===== src/rtl/sign_extend_stream_pkg.sv =====
// -----------------------------------------------------------------------------
// sign_ext_pkg
// Mode encodings and the immediate-extension function shared by the
// sign_extend_stream datapath block.
//
// Optional feature macro: SIGN_EXT_SHL_EN
//   defined   : mode EXT_SHL sign-extends then shifts left by the shift amount
//   undefined : mode EXT_SHL behaves as EXT_SIGN, no shifter is built
// -----------------------------------------------------------------------------
package sign_ext_pkg;

  typedef enum logic [1:0] {
    EXT_ZERO = 2'd0,
    EXT_SIGN = 2'd1,
    EXT_ONES = 2'd2,
    EXT_SHL  = 2'd3
  } ext_mode_e;

  // Widest result the helper can produce; callers truncate to their OUT_W.
  localparam int unsigned EXT_MAX_W = 64;

  // Extend the low in_w bits of data to out_w bits according to mode.
  // Width arguments are elaboration constants at every call site, so the
  // masks and the shift reduce to wiring.
  function automatic logic [EXT_MAX_W-1:0] ext_imm(
    input logic [EXT_MAX_W-1:0] data,
    input ext_mode_e            mode,
    input int unsigned          in_w,
    input int unsigned          out_w
`ifdef SIGN_EXT_SHL_EN
    ,
    input int unsigned          shamt
`endif
  );
    logic [EXT_MAX_W-1:0] lo_mask;
    logic [EXT_MAX_W-1:0] out_mask;
    logic [EXT_MAX_W-1:0] hi_mask;
    logic [EXT_MAX_W-1:0] lo;
    logic [EXT_MAX_W-1:0] sext;
    logic [EXT_MAX_W-1:0] res;
    logic                 msb;

    lo_mask  = ~({EXT_MAX_W{1'b1}} << in_w);
    out_mask = (out_w >= EXT_MAX_W) ? {EXT_MAX_W{1'b1}}
                                    : ~({EXT_MAX_W{1'b1}} << out_w);
    hi_mask  = out_mask & ~lo_mask;
    lo       = data & lo_mask;
    // lo is masked, so after the shift only the immediate's MSB can remain.
    msb      = ((lo >> (in_w - 1)) != '0);
    sext     = msb ? (lo | hi_mask) : lo;

    case (mode)
      EXT_ZERO: res = lo;
      EXT_ONES: res = lo | hi_mask;
`ifdef SIGN_EXT_SHL_EN
      EXT_SHL:  res = (sext << shamt) & out_mask;
`endif
      default:  res = sext;
    endcase
    return res;
  endfunction

endpackage


===== src/rtl/sign_extend_stream_fifo.sv =====
// -----------------------------------------------------------------------------
// ext_fifo
// Synchronous result buffer with occupancy count. The head entry is visible
// combinationally from the storage registers and reads as zero when empty.
//
// Ports:
//   clk, rst_n     clock, asynchronous active-low reset (clears pointers/level)
//   i_push, i_pop  write / read requests; ignored when full / empty
//   i_wdata        entry to write
//   o_rdata_c      head entry, zero when empty
//   o_level        current occupancy (0..DEPTH)
//   o_full_c       level == DEPTH
//   o_empty_c      level == 0
// -----------------------------------------------------------------------------
module ext_fifo #(
  parameter int unsigned W     = 36,
  parameter int unsigned DEPTH = 2
) (
  input  logic                       clk,
  input  logic                       rst_n,
  input  logic                       i_push,
  input  logic                       i_pop,
  input  logic [W-1:0]               i_wdata,
  output logic [W-1:0]               o_rdata_c,
  output logic [$clog2(DEPTH):0]     o_level,
  output logic                       o_full_c,
  output logic                       o_empty_c
);

  localparam int unsigned PTR_W = $clog2(DEPTH);
  localparam int unsigned LVL_W = PTR_W + 1;

  logic [W-1:0]     r_mem [DEPTH];
  logic [PTR_W-1:0] r_wr_ptr;
  logic [PTR_W-1:0] r_rd_ptr;
  logic [LVL_W-1:0] r_level;
  logic             w_push;
  logic             w_pop;

  assign o_full_c  = (r_level == LVL_W'(DEPTH));
  assign o_empty_c = (r_level == '0);
  assign w_push    = i_push & ~o_full_c;
  assign w_pop     = i_pop & ~o_empty_c;
  assign o_level   = r_level;
  assign o_rdata_c = o_empty_c ? '0 : r_mem[r_rd_ptr];

  // Storage needs no reset: empty entries are never visible.
  always_ff @(posedge clk) begin
    if (w_push) begin
      r_mem[r_wr_ptr] <= i_wdata;
    end
  end

  // Pointers wrap naturally because DEPTH is a power of two.
  always_ff @(posedge clk or negedge rst_n) begin
    if (!rst_n) begin
      r_wr_ptr <= '0;
      r_rd_ptr <= '0;
      r_level  <= '0;
    end else begin
      if (w_push) r_wr_ptr <= r_wr_ptr + PTR_W'(1);
      if (w_pop)  r_rd_ptr <= r_rd_ptr + PTR_W'(1);
      case ({w_push, w_pop})
        2'b10:   r_level <= r_level + LVL_W'(1);
        2'b01:   r_level <= r_level - LVL_W'(1);
        default: r_level <= r_level;
      endcase
    end
  end

endmodule


===== src/rtl/sign_extend_stream.sv =====
// -----------------------------------------------------------------------------
// sign_extend_stream
// Pipelined immediate extender: narrow immediates arrive over valid/ready,
// are extended to OUT_W bits by a per-transaction mode and queued with their
// tag so decode can keep issuing while execute stalls.
//
// Optional feature macro: SIGN_EXT_SHL_EN (mode 3 = sign-extend then shift
// left by SHAMT; when undefined mode 3 behaves as SIGN).
//
// Ports:
//   clk, rst_n            clock, asynchronous active-low reset
//   in_valid / in_ready   input handshake; in_ready = not full, low in reset
//   in_data, in_mode      immediate and extension mode (ZERO/SIGN/ONES/SHL)
//   in_tag                sideband tag returned with the result
//   out_valid / out_ready output handshake; out_valid = not empty
//   out_data, out_tag     head result, zero when empty
//   level                 buffer occupancy
// -----------------------------------------------------------------------------
module sign_extend_stream
  import sign_ext_pkg::*;
#(
  parameter int unsigned IN_W  = 6,
  parameter int unsigned OUT_W = 32,
  parameter int unsigned DEPTH = 2,
  parameter int unsigned TAG_W = 4,
  parameter int unsigned SHAMT = 2
) (
  input  logic                   clk,
  input  logic                   rst_n,
  input  logic                   in_valid,
  output logic                   in_ready,
  input  logic [IN_W-1:0]        in_data,
  input  logic [1:0]             in_mode,
  input  logic [TAG_W-1:0]       in_tag,
  output logic                   out_valid,
  input  logic                   out_ready,
  output logic [OUT_W-1:0]       out_data,
  output logic [TAG_W-1:0]       out_tag,
  output logic [$clog2(DEPTH):0] level
);

  localparam int unsigned ENT_W = OUT_W + TAG_W;

  if ((IN_W < 1) || (IN_W >= OUT_W) || (OUT_W > EXT_MAX_W) || (DEPTH < 2) ||
      ((DEPTH & (DEPTH - 1)) != 0) || (SHAMT >= OUT_W)) begin : g_bad_param
    $error("sign_extend_stream: illegal parameter combination");
  end

  ext_mode_e        w_mode;
  logic [OUT_W-1:0] w_ext;
  logic [ENT_W-1:0] w_head;
  logic             w_full;
  logic             w_empty;
  logic             w_push;
  logic             w_pop;

  assign w_mode = ext_mode_e'(in_mode);
  assign w_ext  = OUT_W'(ext_imm(EXT_MAX_W'(in_data), w_mode, IN_W, OUT_W
`ifdef SIGN_EXT_SHL_EN
                                 , SHAMT
`endif
                                 ));

  // Gated by rst_n so the block refuses input while held in reset and is
  // ready as soon as reset is released.
  assign in_ready  = rst_n & ~w_full;
  assign out_valid = ~w_empty;
  assign w_push    = in_valid & in_ready;
  assign w_pop     = out_valid & out_ready;
  assign out_data  = w_head[ENT_W-1:TAG_W];
  assign out_tag   = w_head[TAG_W-1:0];

  ext_fifo #(
    .W     (ENT_W),
    .DEPTH (DEPTH)
  ) u_fifo (
    .clk       (clk),
    .rst_n     (rst_n),
    .i_push    (w_push),
    .i_pop     (w_pop),
    .i_wdata   ({w_ext, in_tag}),
    .o_rdata_c (w_head),
    .o_level   (level),
    .o_full_c  (w_full),
    .o_empty_c (w_empty)
  );

endmodule


===== config.mk =====
export PLATFORM = sky130hd
export DESIGN_NAME = sign_extend_stream
export DESIGN_NICKNAME = d
export VERILOG_FILES = /design/src/rtl/sign_extend_stream_pkg.sv /design/src/rtl/sign_extend_stream_fifo.sv /design/src/rtl/sign_extend_stream.sv
export SDC_FILE = /design/constraint.sdc
export NUM_CORES = 1
export LEC_CHECK = 0
export ABC_AREA = 1
export BUFFER_PORTS_ARGS = -buffer_cell sky130_fd_sc_hd__buf_4
export CORE_ASPECT_RATIO = 0.9
export CORE_MARGIN = 2
export CORE_UTILIZATION = 40
export DETAILED_ROUTE_END_ITERATION = 6
export PLACE_DENSITY = 0.67
export SLEW_MARGIN = 20
export SYNTH_ARGS = -nofsm -noshare
export SYNTH_HDL_FRONTEND = slang
export SYNTH_HIERARCHICAL = 1
export SYNTH_SLANG_ARGS = --single-unit

===== constraint.sdc =====
create_clock -name clk -period 2.9 [get_ports clk]
set_clock_uncertainty 0.2 [all_clocks]
set_input_delay 0.58 -clock clk [delete_from_list [all_inputs] [get_ports clk]]
set_output_delay 0.58 -clock clk [all_outputs]
set_load 0.005 [all_outputs]

==> results.md, run 1 <==
* Layout cells sized above 1 at between 20 and 30%
* Worst EP arrival at roughly 1.7 ns
* DR pass1 iterations at 5
* Antenna violations before repair at 0
* Top cells by area, synth: edfxtp_1 (72%), nand2_1 (10%), a21oi_1 (4.3%)
* Synthesized instance count at around 240
* Synthesized area at 0.00300 sq mm
* CTS H-tree depth at 3
* Period Utilization, post-route at between 80% and 90%
* # fillers at 615
* Die width at 95.4 um
* Gpl congestion at 0.840
* Worst-Skew Late Latency at 0.34 ns
* Setup Viol. Count Final at 0
* Vias in the first global route at between 1.5k and 2k
* Setup crit end kind: output pin
* Final Max Tran Viols at 0
* Worst Hold Class: input port to register
* Maxcap violations at 0
* Root buffer cell: clkbuf_8
* Clock sink count at 76
* Final #Nets at between 300 and 400
* Vias at approximately 1.8k
* Placed Area at ~0.0035 sq mm
* Setup_tns at 0 ns
* I/O pins at 56
* Outcome: completed
* Core ar. at between 0.007 and 0.008 sq mm
* Commonest non-fill, non-tap cell in the layout: nand2_1
* Cts bufs inserted at 9
* Yosys Warn Count at 6
* Number of antenna diodes at 0
* Die height at between 80 and 90 um
* Most frequent cells in the layout: nand2_1 (83), edfxtp_1 (72), buf_4 (59)
* Average size of a mapped cell at between 10 and 15 sq um
* GRT Total Usage at a little over an eighth
* Power Density at a little under 1000 mW/mm^2
* FF-to-FF path depth at 9
* Total chip power at about 0.0037 W
* Leak at around 1.5 nW
* Global-route wire length before repair at 8000 um
* Clk slew on worst S/H paths at 0.07 ns
* Yosys reg bits at 76
* WL final at 5160 um
* Distinct cells, synth at 18
* CTS Buffer Depth at 2
* CTS tree: built
* Slew margin rel. at between 50% and 60%
* Final hold viol count at 0
* Die footprint at 0.00822 sq mm
* Initial Utilization at a little over two fifths
* IO buf count at 55
* DR DRC count at 0
* Grt total ovfl at 0
* Seq/Total Area, Yosys at about 75%
* F_max at between 300 and 400 MHz
* Finished Cell Area at ~0.0037 sq mm
* Crit path max fanout at 22
* Least-Margin Pin Slew at around 0.62 ns
* Detailed router's first-iteration violation count at roughly 150
* Setup CP Type: register to output pin
* Tmin final at between 2 and 3 ns
* Peak supply drop at around 0.53 mV
* Worst Hold Depth at 1
* Cell taking the most area after synthesis: edfxtp_1
* Share of the synthesized area in the top cell type at a little under three quarters
* Wire per inst at between 10 and 15 um
* FP Rows at 29
* Req. time, crit path at around 2.1 ns
* CP Launch Type: register
* Routed Antenna Nets at 0
* Detail Placement HPWL at about 2900 um
* Syn nets at 252
* Layout overhead on the synthesized area at 24.8%
* Via density at about 4.7
* Setup bufs post-CTS at 0
* Post-cts sizing count at 0
* Post-CTS Hold Fix Bufs at 1
* RSZ-0062 raised after global routing: false
* Largest net degree at the start of global routing at 53
[registers in the layout, summed over array words and instances (netlist names)]
name,count
u_fifo/r_rd_ptr,1
u_fifo/o_level,2
u_fifo/r_mem,72
u_fifo/r_wr_ptr,1
[cell families (layout without fill, tap and decap cells)]
group / after synthesis / after routing / share of synthesized area (%)
and+or+nand+nor: 93 / 93 / 12.0
buffers and inverters: 26 / 92 / 4.37
DFF: 76 / 76 / 75.3
adders and majority gates: 1 / 1 / 0.416
AOI/OAI and AO/OA: 38 / 38 / 7.58
xor gates and xnor gates: 1 / 1 / 0.292
[layer usage]
layer	track usage, %	share of wire, %	vias to the layer above
met5	0	0	-
met4	4.74	0.48	0
met3	5.48	6.1	5
met2	22.3	52	52
met1	15.3	42	855
li1	-	-	924
[synthesized netlist by cell type]
library cell / count
a21oi_2: 10
xnor2_1: 1
nand3_1: 2
o21ai_1: 2
dfrtp_1: 4
nand4_1: 1
buf_2: 6
inv_1: 14
a21oi_1: 26
inv_2: 1
buf_6: 2
nor2_2: 2
edfxtp_1: 72
buf_4: 3
nand2_2: 1
nor2_1: 4
nand2_1: 83
ha_1: 1
[where the power goes]
group / internal, W / switching [W] / total [W]
Clock: 0.000484 / 0.000368 / 0.000852
Combinational: 0.000619 / 0.000759 / 0.00138
Sequential: 0.00139 / 0.0000606 / 0.00145
Total: 0.00249 / 0.00119 / 0.00368
[final cells by class]
class	instances	area (sq um)	area share, %
clock buffers	10	128	3.40
clock inverters	6	87.6	2.34
inverters	15	56.3	1.50
multi-input cells	133	626	16.7
flip-flops and latches	76	2260	60.3
well taps	93	116	3.10
repair buffers	61	473	12.6
[per-stage QoR]
stage / hold WS [ns] / util (%) / instances / setup WS [ns]
after floorplan: 0.0844 / - / 235 / 0.498
after global placement: 0.188 / 49.3 / 377 / 0.758
after detailed placement: 0.188 / 49.3 / 377 / 0.738
after CTS: 0.192 / 52.4 / 394 / 0.347
after global routing: 0.186 / 52.4 / 394 / 0.280
final: 0.216 / 52.4 / 394 / 0.377
[critical path, stage by stage, from the launching register on]
cell     delay (ns)
dfrtp_1        0.48
nor2_4         0.49
buf_12         0.24
a21oi_1        0.05
buf_4          0.13
[worst paths after layout]
| path | from | endpoint | slack, ns |
|---|---|---|---|
| worst max-delay path | u_fifo/o_level[0]$_DFFE_PN0P_ | out_data[22] | 0.38 |
| worst min-delay path | in_tag[1] | u_fifo/r_mem[0][1]$_DFFE_PP_ | 0.22 |
| worst max register to register | u_fifo/o_level[0]$_DFFE_PN0P_ | u_fifo/o_level[1]$_DFFE_PN0P_ | 0.77 |
| worst min register to register | u_fifo/r_wr_ptr$_DFFE_PN0P_ | u_fifo/r_wr_ptr$_DFFE_PN0P_ | 0.29 |
| max in group asynchronous | rst_n | u_fifo/o_level[1]$_DFFE_PN0P_ | 2.01 |
| min in group asynchronous | rst_n | u_fifo/r_rd_ptr$_DFFE_PN0P_ | 0.38 |
Power figures use the tool's default switching activity.
==> inputs of run 2 (changes only) <==
- ABC_AREA: 1 -> unset
- SLEW_MARGIN: 20 -> 10
==> run 2 against run 1 <==
Wire length shrank 6.6%. Critical path depth unchanged. Sequential share of layout area rose by 1.0 points. Die area fell by 0.64%. Total power fell by 4.8%. Highest routed layer unchanged. Synthesized cell count fell by 26%. Sequential power grew 4%. Core utilization decreased by 0.82 points.
==> results.md, run 2 <==
* Outcome: completed
* Least-Margin Pin Slew at 0.542 ns (-0.0807 ns)
* IO buf count at 55 (unchanged)
* Cell taking the most area after synthesis: edfxtp_1
* Die height at 85.9 um (-0.32%)
* Routing usage on met1 at 15.6% (+0.33 points)
* Tmin final at 2.53 ns (+0.0102 ns)
* Maxcap violations at 0 (unchanged)
* Synth Flop Type: edfxtp_1
* Setup CP Type: register to output pin
* Wire per inst at 14.3 um (+9.5%)
* Die width at 95.0 um (-0.32%)
* FP Rows at 29 (unchanged)
* Most frequent cells in the layout: edfxtp_1 (72), buf_4 (59), nor2_1 (37)
* CTS H-tree depth at 3 (unchanged)
* Detailed router's first-iteration violation count at 63 (-57%)
* Die footprint at 0.00817 sq mm (-0.64%)
* Antenna violations before repair at 0 (unchanged)
* Crit-path max cell delay at 0.72 ns (+0.23 ns)
* Share of the synthesized area in the top cell type at 72.5% (+0.48 points)
* Worst-Skew Late Latency at 0.32 ns (-0.02 ns)
* Synthesized instance count at 175 (-26%)
* Synthesized area at 0.00298 sq mm (-0.67%)
* Req. time, crit path at 2.12 ns (about the same)
* Cts bufs inserted at 9 (unchanged)
* GRT Total Usage at 12.8% (-0.51 points)
* CTS tree: built
* Most frequent cell after synthesis: edfxtp_1
* CTS Buffer Depth at 2 (unchanged)
* CP Launch Type: register
* Setup crit end kind: output pin
* Number of antenna diodes at 0 (unchanged)
* I/O pins at 56 (unchanged)
* Period Utilization, post-route at 87.3% (+0.35 points)
* Root buffer cell: clkbuf_8
* Largest register FFs at 72 (unchanged)
* Gpl congestion at 0.671 (-20%)
* Commonest non-fill, non-tap cell in the layout: edfxtp_1
* Clock sink count at 76 (unchanged)
* Global-route wire length before repair at 7620 um (-4.7%)
* F_max at 395 MHz (-0.40%)
* Final #Nets at 256 (-18%)
* CP Buf/Inv Count at 2 (unchanged)
* Setup bufs post-CTS at 0 (unchanged)
* # fillers at 617 (+0.33%)
* RSZ-0062 raised after global routing: false
* Via density at 4.68 (+0.53%)
* CP delay by family, top: flip-flops
* Post-synth EDFFs at 72 (unchanged)
* Average size of a mapped cell at 17.1 sq um (+33%)
* Initial Utilization at 41.7% (-0.28 points)
* Placed Area at 0.00349 sq mm (-0.92%)
* Syn nets at 192 (-24%)
* Seq/Total Area, Yosys at 75.8% (+0.51 points)
* Met3 Use GR at 2.90% (-2.6 points)
* Gr busiest metal: met2
* DR DRC count at 0 (unchanged)
* Vias in the first global route at 1,530 (-8.1%)
* Final hold viol count at 0 (unchanged)
* Finished Cell Area at 0.00369 sq mm (-1.6%)
* Yosys Warn Count at 6 (unchanged)
* Layout overhead on the synthesized area at 23.6%
* Peak supply drop at 0.453 mV (-15%)
* Grt total ovfl at 0 (unchanged)
* Setup_tns at 0 ns (unchanged)
* Yosys reg bits at 76 (unchanged)
* Leak at 1.47 nW (+0.20%)
* Setup Viol. Count Final at 0 (unchanged)
* Top cells by area, synth: edfxtp_1 (72%), mux2i_1 (12%), nor2_1 (4.9%)
* Power Density at 949 mW/mm^2 (-3.2%)
* CP cell instances: buf_12 > mux2i_1 > nor2_1 > buf_4
* Final Max Tran Viols at 0 (unchanged)
* Largest net degree at the start of global routing at 53 (unchanged)
* Worst EP arrival at 1.75 ns (about the same)
* Crit path max fanout at 20 (-9.1%)
* CP max stage cell: dfrtp_2
* Top reg by flops: u_fifo/r_mem
* Commonest cells in the netlist: edfxtp_1 (72), nor2_1 (39), mux2i_1 (36)
* Routed Antenna Nets at 0 (unchanged)
* Worst Hold Class: input port to register
* Vias at 1,574 (-14%)
* Met2 Usage GRT at 20.9% (-1.4 points)
* WL final at 4820 um (-6.6%)
* Fraction of registers with async set/reset at 5.26% (unchanged)
* DR pass1 iterations at 6 (+1)
* Slew margin rel. at 63.9% (+5.4 points)
* Layout cells sized above 1 at 32.9% (+3.0 points)
* Core ar. at 0.00715 sq mm (unchanged)
* Detail Placement HPWL at 2820 um (-3.2%)
* Distinct cells, synth at 16 (-2)
* Clk slew on worst S/H paths at 0.08 ns (about the same)
[run 2: cell types whose count changed after synthesis, moves of 3 or more]
cell,before,now
inv_1,14,2
mux2i_1,0,36
nor2_1,4,39
buf_6,2,8
a21oi_2,10,0
buf_2,6,0
nand2_1,83,1
a21oi_1,26,0
buf_4,3,0
[run 2: kinds of logic (layout without fill, tap and decap cells)]
group                      count (synthesis)  after routing  share of synthesized area (%)
xor gates and xnor gates                   5              5                           1.47
adders and majority gates                  1              1                          0.419
buffers and inverters                     10             78                           3.27
DFF                                       76             76                           75.8
muxes                                     37             37                           12.6
and+or+nand+nor                           46             46                           6.46
[run 2: layout make-up]
cell class / instances / area [sq um] / area share, %
Clock buffer: 9 / 124 / 3.36
Clock inverter: 6 / 65.1 / 1.76
Inverter: 2 / 7.51 / 0.203
Multi-Input combinational cell: 89 / 641 / 17.4
Sequential cell: 76 / 2260 / 61.3
Tap cell: 93 / 116 / 3.15
Timing Repair Buffer: 61 / 473 / 12.8
[run 2: repair_timing]
action / CTS / global route
gates resized for setup: 0 / 0
setup endpoints to repair: 0 / 0
hold buffers: 1 / 0
endpoints found under the hold margin: 4 / 0
[run 2: routing by layer]
metal,wire (um),up-vias
li1,-,765
met5,0,-
met2,2470,35
met1,2120,769
met4,61,0
met3,163,5
[run 2: worst register-to-register path: cells and delay by family (launching register included)]
family	cells	cell delay [ns]
AND/OR/NAND/NOR	3	0.89
flip-flops	1	0.47
buffers and inverters	2	0.36
[run 2: power breakdown]
part / internal, W / total (W) / leakage (nW) / switching [W]
sequential: 0.00139 / 0.00151 / 0.701 / 0.000127
clock: 0.000394 / 0.000764 / 0.0971 / 0.000370
combinational: 0.000667 / 0.00122 / 0.669 / 0.000558
total: 0.00245 / 0.00350 / 1.47 / 0.00105
[run 2: through the flow]
stage	cells	hold WS (ns)	worst slack [ns]	utilization [%]	total power, W
after floorplan	175	0.0844	0.427	-	0.00225
after global placement	320	0.185	0.686	48.8	0.00278
after detailed placement	320	0.186	0.671	48.8	0.00279
after CTS	336	0.209	0.303	51.6	0.00356
after global routing	336	0.210	0.212	51.6	0.00372
final	336	0.228	0.367	51.6	0.00350
[run 2: path summary, 6_finish.rpt]
kind,from,end,slack [ns],cells after the start
max,u_fifo/r_rd_ptr$_DFFE_PN0P_,out_data[29],0.37,4
min,in_data[3],u_fifo/r_mem[0][7]$_DFFE_PP_,0.23,1
max reg2reg,u_fifo/o_level[0]$_DFFE_PN0P_,u_fifo/r_mem[1][4]$_DFFE_PP_,0.68,5
min reg2reg,u_fifo/r_wr_ptr$_DFFE_PN0P_,u_fifo/r_wr_ptr$_DFFE_PN0P_,0.35,1
max in group asynchronous,rst_n,u_fifo/r_rd_ptr$_DFFE_PN0P_,1.99,2
min in group asynchronous,rst_n,u_fifo/o_level[1]$_DFFE_PN0P_,0.39,2
==> inputs of run 3 (changes only) <==
- PLACE_DENSITY: 0.67 -> 0.76
- SYNTH_HIERARCHICAL: 1 -> unset
==> run 3 against run 2 <==
Fmax up 8.9%. Clock power fell by 78%. Non-clock buffer count unchanged. Die area is 56% lower. Hold slack better by 0.023 ns. Core utilization grew 1.2 points. Area after synthesis down 58%. Register-to-register slack better by 0.50 ns. Critical path type is now input port to output pin. Critical endpoint is now in_ready. Largest power group is now combinational cells.
==> results.md, run 3 <==
* Clk slew on worst S/H paths at 0.12 ns (+0.04 ns)
* Area of the multi-input gates at 265 sq um (-59%)
* Synthesized instance count at 92 (-47%)
* Maxcap violations at 0 (unchanged)
* Req. time, crit path at 2.12 ns (about the same)
* Largest net degree at the start of global routing at 27 (-49%)
* Final Max Tran Viols at 0 (unchanged)
* I/O pins at 56 (unchanged)
* Gpl congestion at 0.728 (+8.4%)
* Peak supply drop at 0.471 mV (+4.1%)
* Least-Margin Pin Slew at 0.277 ns (-0.265 ns)
* WL final at 1910 um (-60%)
* FF-to-FF path depth at 6 (+1)
* Slew margin rel. at 81.6% (+18 points)
* WHS Endpoint: u_fifo.r_mem[0][3]$_DFFE_PP_
* Period Utilization, post-route at 80.2% (-7.2 points)
* Root buffer cell: clkbuf_4
* Setup_tns at 0 ns (unchanged)
* FP Rows at 19 (-34%)
* Routed Antenna Nets at 0 (unchanged)
* # fillers at 274 (-56%)
* CTS Buffer Depth at 2 (unchanged)
* Via density at 4.23 (-9.8%)
* Crit path max fanout at 6 (-70%)
* Post-CTS Hold Fix Bufs at 1 (unchanged)
* Synth Flop Type: edfxtp_1
* Vias in the first global route at 704 (-54%)
* F_max at 430 MHz (+8.9%)
* Post-synth EDFFs at 22 (-69%)
* Average size of a mapped cell at 13.5 sq um (-21%)
* DR DRC count at 0 (unchanged)
* Final hold viol count at 0 (unchanged)
* Synthesized area at 0.00124 sq mm (-58%)
* Die footprint at 0.00356 sq mm (-56%)
* Share of the synthesized area in the top cell type at 53.3% (-19 points)
* Reg-to-reg slack, setup at 1.18 ns (+0.50 ns)
* IO buf count at 55 (unchanged)
* Die width at 62.7 um (-34%)
* Setup bufs post-CTS at 0 (unchanged)
* Clock sink count at 26 (-66%)
* Top reg by flops: u_fifo.r_mem
* Detailed router's first-iteration violation count at 18 (-71%)
* Fraction of registers with async set/reset at 15.4% (+10 points)
* Cell taking the most area after synthesis: edfxtp_1
* Distinct cells, synth at 15 (-1)
* Seq/Total Area, Yosys at 61.4% (-14 points)
* Cts bufs inserted at 3 (-6)
* Worst Hold Class: input port to register
* Setup CP Type: input port to output pin
* Global-route wire length before repair at 3240 um (-58%)
* Total chip power at 0.00153 W (-56%)
* Worst EP arrival at 1.54 ns (-0.21 ns)
* Largest register FFs at 22 (-69%)
* CTS tree: built
* Worst Hold Depth at 1 (unchanged)
* Number of antenna diodes at 0 (unchanged)
* RSZ-0062 raised after global routing: false
* Worst-Skew Late Latency at 0.30 ns (-0.02 ns)
* Initial Utilization at 41.4% (-0.35 points)
* Reg area at 761 sq um (-66%)
* CP Launch Type: input port
* Top cells by area, synth: edfxtp_1 (53%), buf_4 (16%), mux2i_1 (8.9%)
* Most frequent cells in the layout: buf_4 (60), edfxtp_1 (22), nor2_1 (15)
* Worst hold start: in_tag[3]
* Crit. Startpoint: rst_n
* Commonest cells in the netlist: buf_4 (26), edfxtp_1 (22), nor2_1 (15)
* Outcome: completed
* Critical R2R Capture: u_fifo.o_level[1]$_DFFE_PN0P_
* Post-cts sizing count at 0 (unchanged)
* Detail Placement HPWL at 1460 um (-48%)
* Tmin final at 2.32 ns (-0.208 ns)
* GRT Total Usage at 11.6% (-1.2 points)
* Grt total ovfl at 0 (unchanged)
* Layout overhead on the synthesized area at 27.6%
* Final #Nets at 148 (-42%)
* Leak at 0.712 nW (-51%)
* CTS H-tree depth at 1 (-2)
* Antenna violations before repair at 0 (unchanged)
* Commonest non-fill, non-tap cell in the layout: buf_4
* Setup crit end kind: output pin
* Layout cells sized above 1 at 51.5% (+19 points)
* Setup Viol. Count Final at 0 (unchanged)
* Yosys Warn Count at 0 (-6)
* R2r startpoint: u_fifo.o_level[0]$_DFFE_PN0P_
* DR pass1 iterations at 4 (-2)
* Syn nets at 109 (-43%)
* Vias at 727 (-54%)
* Yosys reg bits at 26 (-66%)
* Most frequent cell after synthesis: buf_4
* Core ar. at 0.00300 sq mm (-58%)
* Die height at 56.8 um (-34%)
* Power Density at 966 mW/mm^2 (+1.8%)
* Wire per inst at 11.1 um (-22%)
run 3: changes by cell type in the layout (fill, tap and decap cells not counted), sizes merged, moves of 2 or more:
cell,delta
edfxtp,-50
clkbuf,-5
clkinv,-4
nor2,-24
mux2i,-25
nor2b,-2
run 3: final cells by class:
cell class,count,share of cell area [%]
Timing Repair Buffer,61,29.1
Multi-Input combinational cell,37,16.8
Tap cell,42,3.32
Clock buffer,4,2.29
Sequential cell,26,48.1
Inverter,2,0.474
run 3: critical path, cell delays in order:
cell and delay, ns:
dlygate4sd3_1 0.54, buf_4 0.16, and2_1 0.14, buf_4 0.13
run 3: per-stage QoR:
| stage | util (%) | hold WS (ns) | cells | setup WS (ns) | instance area [sq um] |
|---|---|---|---|---|---|
| after floorplan | - | 0.0844 | 92 | 0.310 | 1240 |
| after global routing | 52.8 | 0.212 | 172 | 0.413 | 1580 |
| after CTS | 52.8 | 0.234 | 172 | 0.565 | 1580 |
| after detailed placement | 51.3 | 0.188 | 167 | 0.935 | 1540 |
| after global placement | 51.3 | 0.187 | 167 | 0.968 | 1540 |
| final | 52.8 | 0.251 | 172 | 0.575 | 1580 |
run 3: report_power, final:
part	switching (W)	internal [W]
Sequential	0.0000524	0.000479
Clock	0.0000916	0.0000766
Combinational	0.000339	0.000491
Total	0.000483	0.00105
run 3: cells by family (layout without fill, tap and decap cells):
| group | after synthesis | in the layout | synth area share [%] |
|---|---|---|---|
| buffers and inverters | 29 | 67 | 17.3 |
| DFF | 26 | 26 | 61.4 |
| and+or+nand+nor | 19 | 19 | 7.06 |
| muxes | 12 | 12 | 9.79 |
| xor gates and xnor gates | 5 | 5 | 3.53 |
| adders and majority gates | 1 | 1 | 1.01 |
run 3: metal layers:
layer	vias up	track usage, %	wire (um)
met1	324	12.6	743
met4	0	3.81	0
met3	0	4.41	221
met2	43	20.7	947
li1	360	-	-
met5	-	0	0
run 3: how the worst max path moves through the flow:
stage / endpoint / slack [ns] / cells past startpoint
3_5_place_dp: out_data[19] / 0.93 / 5
3_3_place_gp: out_data[11] / 0.97 / 5
2_1_floorplan: out_data[10] / 0.31 / 4
5_1_grt: out_data[26] / 0.41 / 5
4_1_cts: out_data[19] / 0.56 / 5
6_report: in_ready / 0.58 / 4
